===== config.mk =====
export PLATFORM = sky130hd
export DESIGN_NAME = alu_req_arbiter
export DESIGN_NICKNAME = d
export VERILOG_FILES = /design/src/rtl/alu_req_arbiter.sv
export SDC_FILE = /design/constraint.sdc
export NUM_CORES = 1
export LEC_CHECK = 0
export ABC_AREA = 1
export ABC_CLOCK_PERIOD_IN_PS = 1600
export BUFFER_PORTS_ARGS = -buffer_cell sky130_fd_sc_hd__buf_2
export CAP_MARGIN = 10
export CORE_ASPECT_RATIO = 1.1
export CORE_UTILIZATION = 40
export DETAILED_ROUTE_END_ITERATION = 10
export PLACE_DENSITY = 0.76
export SLEW_MARGIN = 20
export SYNTH_ARGS = -nofsm -noshare
export SYNTH_HDL_FRONTEND = slang
export SYNTH_SLANG_ARGS = --single-unit

===== constraint.sdc =====
create_clock -name soc_clk -period 1.6 [get_ports soc_clk]
set_clock_uncertainty 0.2 [all_clocks]
set_input_delay 0.32 -clock soc_clk [delete_from_list [all_inputs] [get_ports soc_clk]]
set_output_delay 0.32 -clock soc_clk [all_outputs]
set_load 0.1 [all_outputs]

===== src/rtl/alu_req_arbiter.sv =====
// Round-robin arbiter sharing one ALU between the execute stage (req 0) and the branch unit (req 1).
// Invalid opcodes and ALU operations that never complete are answered locally with rsp_err.
module alu_req_arbiter #(
    parameter int DATA_W         = 32,
    parameter int TIMEOUT_CYCLES = 16
) (
    input  logic                  soc_clk,
    input  logic                  reset,
    input  logic [1:0]            req_valid,
    output logic [1:0]            req_accept,
    input  logic [9:0]            req_instr,
    input  logic [2*DATA_W-1:0]   req_dat1,
    input  logic [2*DATA_W-1:0]   req_dat2,
    output logic [1:0]            rsp_valid,
    output logic [DATA_W-1:0]     rsp_out,
    output logic                  rsp_overflow,
    output logic                  rsp_zero,
    output logic                  rsp_con_met,
    output logic                  rsp_err,
    output logic                  rsp_timeout,
    output logic                  dat_ready,
    output logic [DATA_W-1:0]     ALU_dat1,
    output logic [DATA_W-1:0]     ALU_dat2,
    output logic [4:0]            Instruction_to_ALU,
    input  logic                  ALU_ready,
    input  logic                  ALU_err,
    input  logic                  ALU_overflow,
    input  logic                  ALU_zero,
    input  logic                  ALU_con_met,
    input  logic [DATA_W-1:0]     ALU_out
);

    // state | meaning: IDLE arbitrate | ISSUE first operand cycle | WAIT await ALU_ready
    //       | RESP pulse rsp_valid to owner | RELEASE wait for ALU_ready to drop
    typedef enum logic [2:0] {
        S_IDLE,
        S_ISSUE,
        S_WAIT,
        S_RESP,
        S_RELEASE
    } state_t;

    localparam int               CNT_W      = $clog2(TIMEOUT_CYCLES + 1);
    localparam logic [CNT_W-1:0] CNT_LOAD   = CNT_W'(TIMEOUT_CYCLES - 1);
    localparam logic [CNT_W-1:0] CNT_ONE    = CNT_W'(1);
    localparam logic [4:0]       INSTR_NONE = 5'd16;

    state_t              state_q, state_d;
    logic                rr_q, rr_d;
    logic                owner_q, owner_d;
    logic [CNT_W-1:0]    cnt_q, cnt_d;
    logic [DATA_W-1:0]   alu_dat1_q, alu_dat1_d;
    logic [DATA_W-1:0]   alu_dat2_q, alu_dat2_d;
    logic [4:0]          instr_q, instr_d;
    logic [DATA_W-1:0]   rsp_out_q, rsp_out_d;
    logic                rsp_ovf_q, rsp_ovf_d;
    logic                rsp_zero_q, rsp_zero_d;
    logic                rsp_con_q, rsp_con_d;
    logic                rsp_err_q, rsp_err_d;
    logic                rsp_to_q, rsp_to_d;

    logic                any_valid;
    logic                grant;
    logic [4:0]          sel_instr;
    logic [DATA_W-1:0]   sel_dat1;
    logic [DATA_W-1:0]   sel_dat2;

    // With both requesting, the one not granted last wins; otherwise the lone requester.
    assign any_valid = |req_valid;
    assign grant     = (&req_valid) ? ~rr_q : req_valid[1];
    assign sel_instr = grant ? req_instr[9:5] : req_instr[4:0];
    assign sel_dat1  = grant ? req_dat1[2*DATA_W-1:DATA_W] : req_dat1[DATA_W-1:0];
    assign sel_dat2  = grant ? req_dat2[2*DATA_W-1:DATA_W] : req_dat2[DATA_W-1:0];

    assign req_accept[0] = (state_q == S_IDLE) && req_valid[0] && !grant;
    assign req_accept[1] = (state_q == S_IDLE) && req_valid[1] && grant;

    always_comb begin
        state_d    = state_q;
        rr_d       = rr_q;
        owner_d    = owner_q;
        cnt_d      = cnt_q;
        alu_dat1_d = alu_dat1_q;
        alu_dat2_d = alu_dat2_q;
        instr_d    = instr_q;
        rsp_out_d  = rsp_out_q;
        rsp_ovf_d  = rsp_ovf_q;
        rsp_zero_d = rsp_zero_q;
        rsp_con_d  = rsp_con_q;
        rsp_err_d  = rsp_err_q;
        rsp_to_d   = rsp_to_q;

        case (state_q)
            S_IDLE: begin
                if (any_valid) begin
                    owner_d = grant;
                    rr_d    = grant;
                    if (sel_instr[4]) begin
                        rsp_out_d  = '0;
                        rsp_ovf_d  = 1'b0;
                        rsp_zero_d = 1'b0;
                        rsp_con_d  = 1'b0;
                        rsp_err_d  = 1'b1;
                        rsp_to_d   = 1'b0;
                        state_d    = S_RESP;
                    end else begin
                        instr_d    = sel_instr;
                        alu_dat1_d = sel_dat1;
                        alu_dat2_d = sel_dat2;
                        state_d    = S_ISSUE;
                    end
                end
            end
            S_ISSUE: begin
                cnt_d   = CNT_LOAD;
                state_d = S_WAIT;
            end
            S_WAIT: begin
                if (ALU_ready) begin
                    rsp_out_d  = ALU_out;
                    rsp_ovf_d  = ALU_overflow;
                    rsp_zero_d = ALU_zero;
                    rsp_con_d  = ALU_con_met;
                    rsp_err_d  = ALU_err;
                    rsp_to_d   = 1'b0;
                    state_d    = S_RESP;
                end else if (cnt_q == '0) begin
                    rsp_out_d  = '0;
                    rsp_ovf_d  = 1'b0;
                    rsp_zero_d = 1'b0;
                    rsp_con_d  = 1'b0;
                    rsp_err_d  = 1'b1;
                    rsp_to_d   = 1'b1;
                    state_d    = S_RESP;
                end else begin
                    cnt_d = cnt_q - CNT_ONE;
                end
            end
            S_RESP: begin
                cnt_d   = CNT_LOAD;
                state_d = S_RELEASE;
            end
            S_RELEASE: begin
                // A stuck-high ALU_ready must not lock the arbiter out forever.
                if (!ALU_ready || (cnt_q == '0)) begin
                    state_d = S_IDLE;
                end else begin
                    cnt_d = cnt_q - CNT_ONE;
                end
            end
            default: state_d = S_IDLE;
        endcase
    end

    always_ff @(posedge soc_clk) begin
        if (reset) begin
            state_q    <= S_IDLE;
            rr_q       <= 1'b1;
            owner_q    <= 1'b0;
            cnt_q      <= '0;
            alu_dat1_q <= '0;
            alu_dat2_q <= '0;
            instr_q    <= INSTR_NONE;
            rsp_out_q  <= '0;
            rsp_ovf_q  <= 1'b0;
            rsp_zero_q <= 1'b0;
            rsp_con_q  <= 1'b0;
            rsp_err_q  <= 1'b0;
            rsp_to_q   <= 1'b0;
        end else begin
            state_q    <= state_d;
            rr_q       <= rr_d;
            owner_q    <= owner_d;
            cnt_q      <= cnt_d;
            alu_dat1_q <= alu_dat1_d;
            alu_dat2_q <= alu_dat2_d;
            instr_q    <= instr_d;
            rsp_out_q  <= rsp_out_d;
            rsp_ovf_q  <= rsp_ovf_d;
            rsp_zero_q <= rsp_zero_d;
            rsp_con_q  <= rsp_con_d;
            rsp_err_q  <= rsp_err_d;
            rsp_to_q   <= rsp_to_d;
        end
    end

    assign dat_ready          = (state_q == S_ISSUE) || (state_q == S_WAIT);
    assign rsp_valid          = (state_q == S_RESP) ? {owner_q, ~owner_q} : 2'b00;
    assign ALU_dat1           = alu_dat1_q;
    assign ALU_dat2           = alu_dat2_q;
    assign Instruction_to_ALU = instr_q;
    assign rsp_out            = rsp_out_q;
    assign rsp_overflow       = rsp_ovf_q;
    assign rsp_zero           = rsp_zero_q;
    assign rsp_con_met        = rsp_con_q;
    assign rsp_err            = rsp_err_q;
    assign rsp_timeout        = rsp_to_q;

endmodule


==> flow_metrics.tcl <==
set metrics [dict create \
    fmax_mhz 475 \
    setup_ws_ps -505 \
    syn_nets 967 \
    cts_root_buf "clkbuf_16" \
    cts_max_path_buffers 2 \
    synth_area_mm2 0.00520 \
    grt_pass1_wl_mm 33.0 \
    die-area_mm2 0.0135 \
    powerDensity_mw_per_mm2 1800 \
    clkPwrFrac 0.178 \
    dp.cells 1218 \
    place.gp.congestion 0.819 \
    violations "setup timing" \
    area_growth_pct 127 \
    drc 0 \
    final_common_cell "nand2_1" \
    crit_path_end_kind "flip-flop" \
    routed_wl_mm 33.2 \
    start_util 0.411 \
    die_y_um 122 \
    path_class "flip-flop to flip-flop" \
    grt_usage 0.312 \
    slew_headroom 0.737 \
    setup_viol 146 \
    cp.required_ps 1740 \
    grt_pass1_vias 6791 \
    placed_area_mm2 0.00770 \
    post_drt_wl_per_cell_um 24.8 \
    power_frac_seq 0.190 \
    cts_sinks 116 \
    final_cell_mix "270 x nand2_1, 177 x buf_2, 99 x a21oi_2, 86 x buf_12, 84 x dfxtp_1" \
    use_met2 0.564 \
    tightest_slew_ps 391 \
    avgViaCountPerCell 6.10 \
    design_power_total_mw 21.2 \
    startpoint_type "flip-flop" \
    met3_usage 0.0711 \
    swShare 0.468 \
    io_buffers 289 \
    rsz0062_at_grt "yes" \
    slew_violations 0 \
    drtIter0Drc 857 \
    cts_tree "yes" \
    cts_buffers 17 \
    p_int_mw 11.3 \
    drive_gt1_frac 0.598 \
    ys_seq_elements 116 \
    htreeDepth 4 \
    clk_latency_ps 430 \
    dp_hpwl_mm 11.5 \
    die_x_um 111 \
    ys_seq_area_frac 0.447 \
    worstPathArrival_ps 2250 \
    yosys_warnings 0 \
    finish.utilization 0.933 \
    finalCritPeriodShare 1.32 \
    ios 290 \
    hp-class "input port to flip-flop" \
    p_leak_nw 5.27 \
    synth_cells 787 \
    grt_max_degree 49 \
    firstDrtPassIters 8 \
    ir_worst_vdd_mv 1.32 \
    yosys-top-cells-area "dfxtp_1 45%, nand2_1 27%, a21oi_1 11%, nand3_1 7.8%, clkbuf_1 2.2%" \
    antennaDiodeCount 0 \
    synth_top_cell_area_share 0.447 \
    path_max_fanout 6 \
    instances_no_fill 1340 \
    finalHoldViolations 0 \
    avgSynthCellArea_um2 6.60 \
    path_clk_slew_ps 60 \
    design_area_mm2 0.0118 \
    p_sw_mw 9.92 \
    yosysUniqueCellTypes 26 \
    rows 43 \
    combinationalPowerShare 0.633 \
    hold-worst-slack_ps 8.93 \
    status "finished with violations" \
    antenna_found_initial 1 \
    grt_use_met1 0.330 \
    busiest_layer "met2" \
    period_minus_slack_ps 2110 \
    yosysTopAreaCell "dfxtp_1" \
    drv_cap 0 \
    num_vias 8174 \
    nets 1351 \
    overflow 0 \
    core_area_mm2 0.0126 \
    pre_cts_slack_ps -130 \
    ant_nets 0 \
    fin_tns_setup_ps -39810 \
]
-- flip-flops by register name, summed over array words and instances, names as in the netlist --
register and cells:
ALU_dat1 32, ALU_dat2 32, Instruction_to_ALU 5, cnt_q 5
owner_q 1, rr_q 1, rsp_con_met 1, rsp_err 1
rsp_out 32, rsp_overflow 1, rsp_timeout 1, rsp_zero 1
state_q 3
-- Yosys cell counts (all sizes together) --
cell type and count:
ha 1, nand3 82, inv 20, dfxtp 116, buf 23, o21ai 1
o31ai 1, clkinv 1, a21oi 116, nand2 378, nor3 2, xnor2 1
nor2 12, nand3b 1, clkbuf 31, or2 1
-- cells by family after synthesis --
kind of cell               synth area share
xor gates and xnor gates            0.00169
AOI/OAI and AO/OA                     0.117
and+or+nand+nor                       0.371
buffers and inverters                0.0609
adders and majority gates           0.00241
DFF                                   0.447
-- final timing paths --
path | from | endpoint | slack (ps) | cells after the start
worst max-delay path | state_q[1] | ALU_dat2[25] | -510 | 10
worst min-delay path | reset | cnt_q[1] | 9 | 2
worst max register to register | state_q[1] | ALU_dat2[25] | -510 | 10
worst min register to register | rsp_out[28] | rsp_out[28] | 270 | 2
-- worst max-delay path, stage by stage (launching register included) --
cell and delay [ps]:
dfxtp_4 360, nor2_4 150, nand2_4 90, buf_6 140
a21oi_4 190, buf_6 180, buf_8 130, buf_12 120
buf_16 140, nand3_4 70, a21oi_2 220
-- layout make-up --
| class | count | area [µm²] |
|---|---|---|
| inverters | 21 | 88.8 |
| flip-flops and latches | 116 | 2370 |
| multi-input cells | 597 | 4010 |
| fillers | 362 | 850 |
| clock inverters | 4 | 45.0 |
| clock buffers | 27 | 513 |
| well taps | 157 | 196 |
| repair buffers | 418 | 4580 |
-- routing by layer --
metal | part of all wire | vias up
met5 | 0.0012 | -
met4 | 0.10 | 2
met3 | 0.11 | 333
met2 | 0.47 | 810
met1 | 0.32 | 3723
li1 | - | 3306
-- timing repair --
action | 4_1_cts | 5_1_grt
setup buffers | 16 | 23
hold endpoints to repair | 35 | 0
gates resized for setup | 123 | 504
pin swaps | 12 | 89
endpoints found under the setup margin | 178 | 145
hold buffers | 35 | 0
gates cloned | 22 | 2
-- power by group through the flow --
stage                     Sequential (mW)  Combinational (mW)  Clock (mW)
after global routing                 4.05                13.7        3.91
after detailed placement             3.72                7.35           0
after global placement               3.71                7.31           0
final                                4.02                13.4        3.76
after CTS                            3.70                10.3        3.64
after floorplan                      6.20                2.57           0
(Power assumes the default switching activity.)
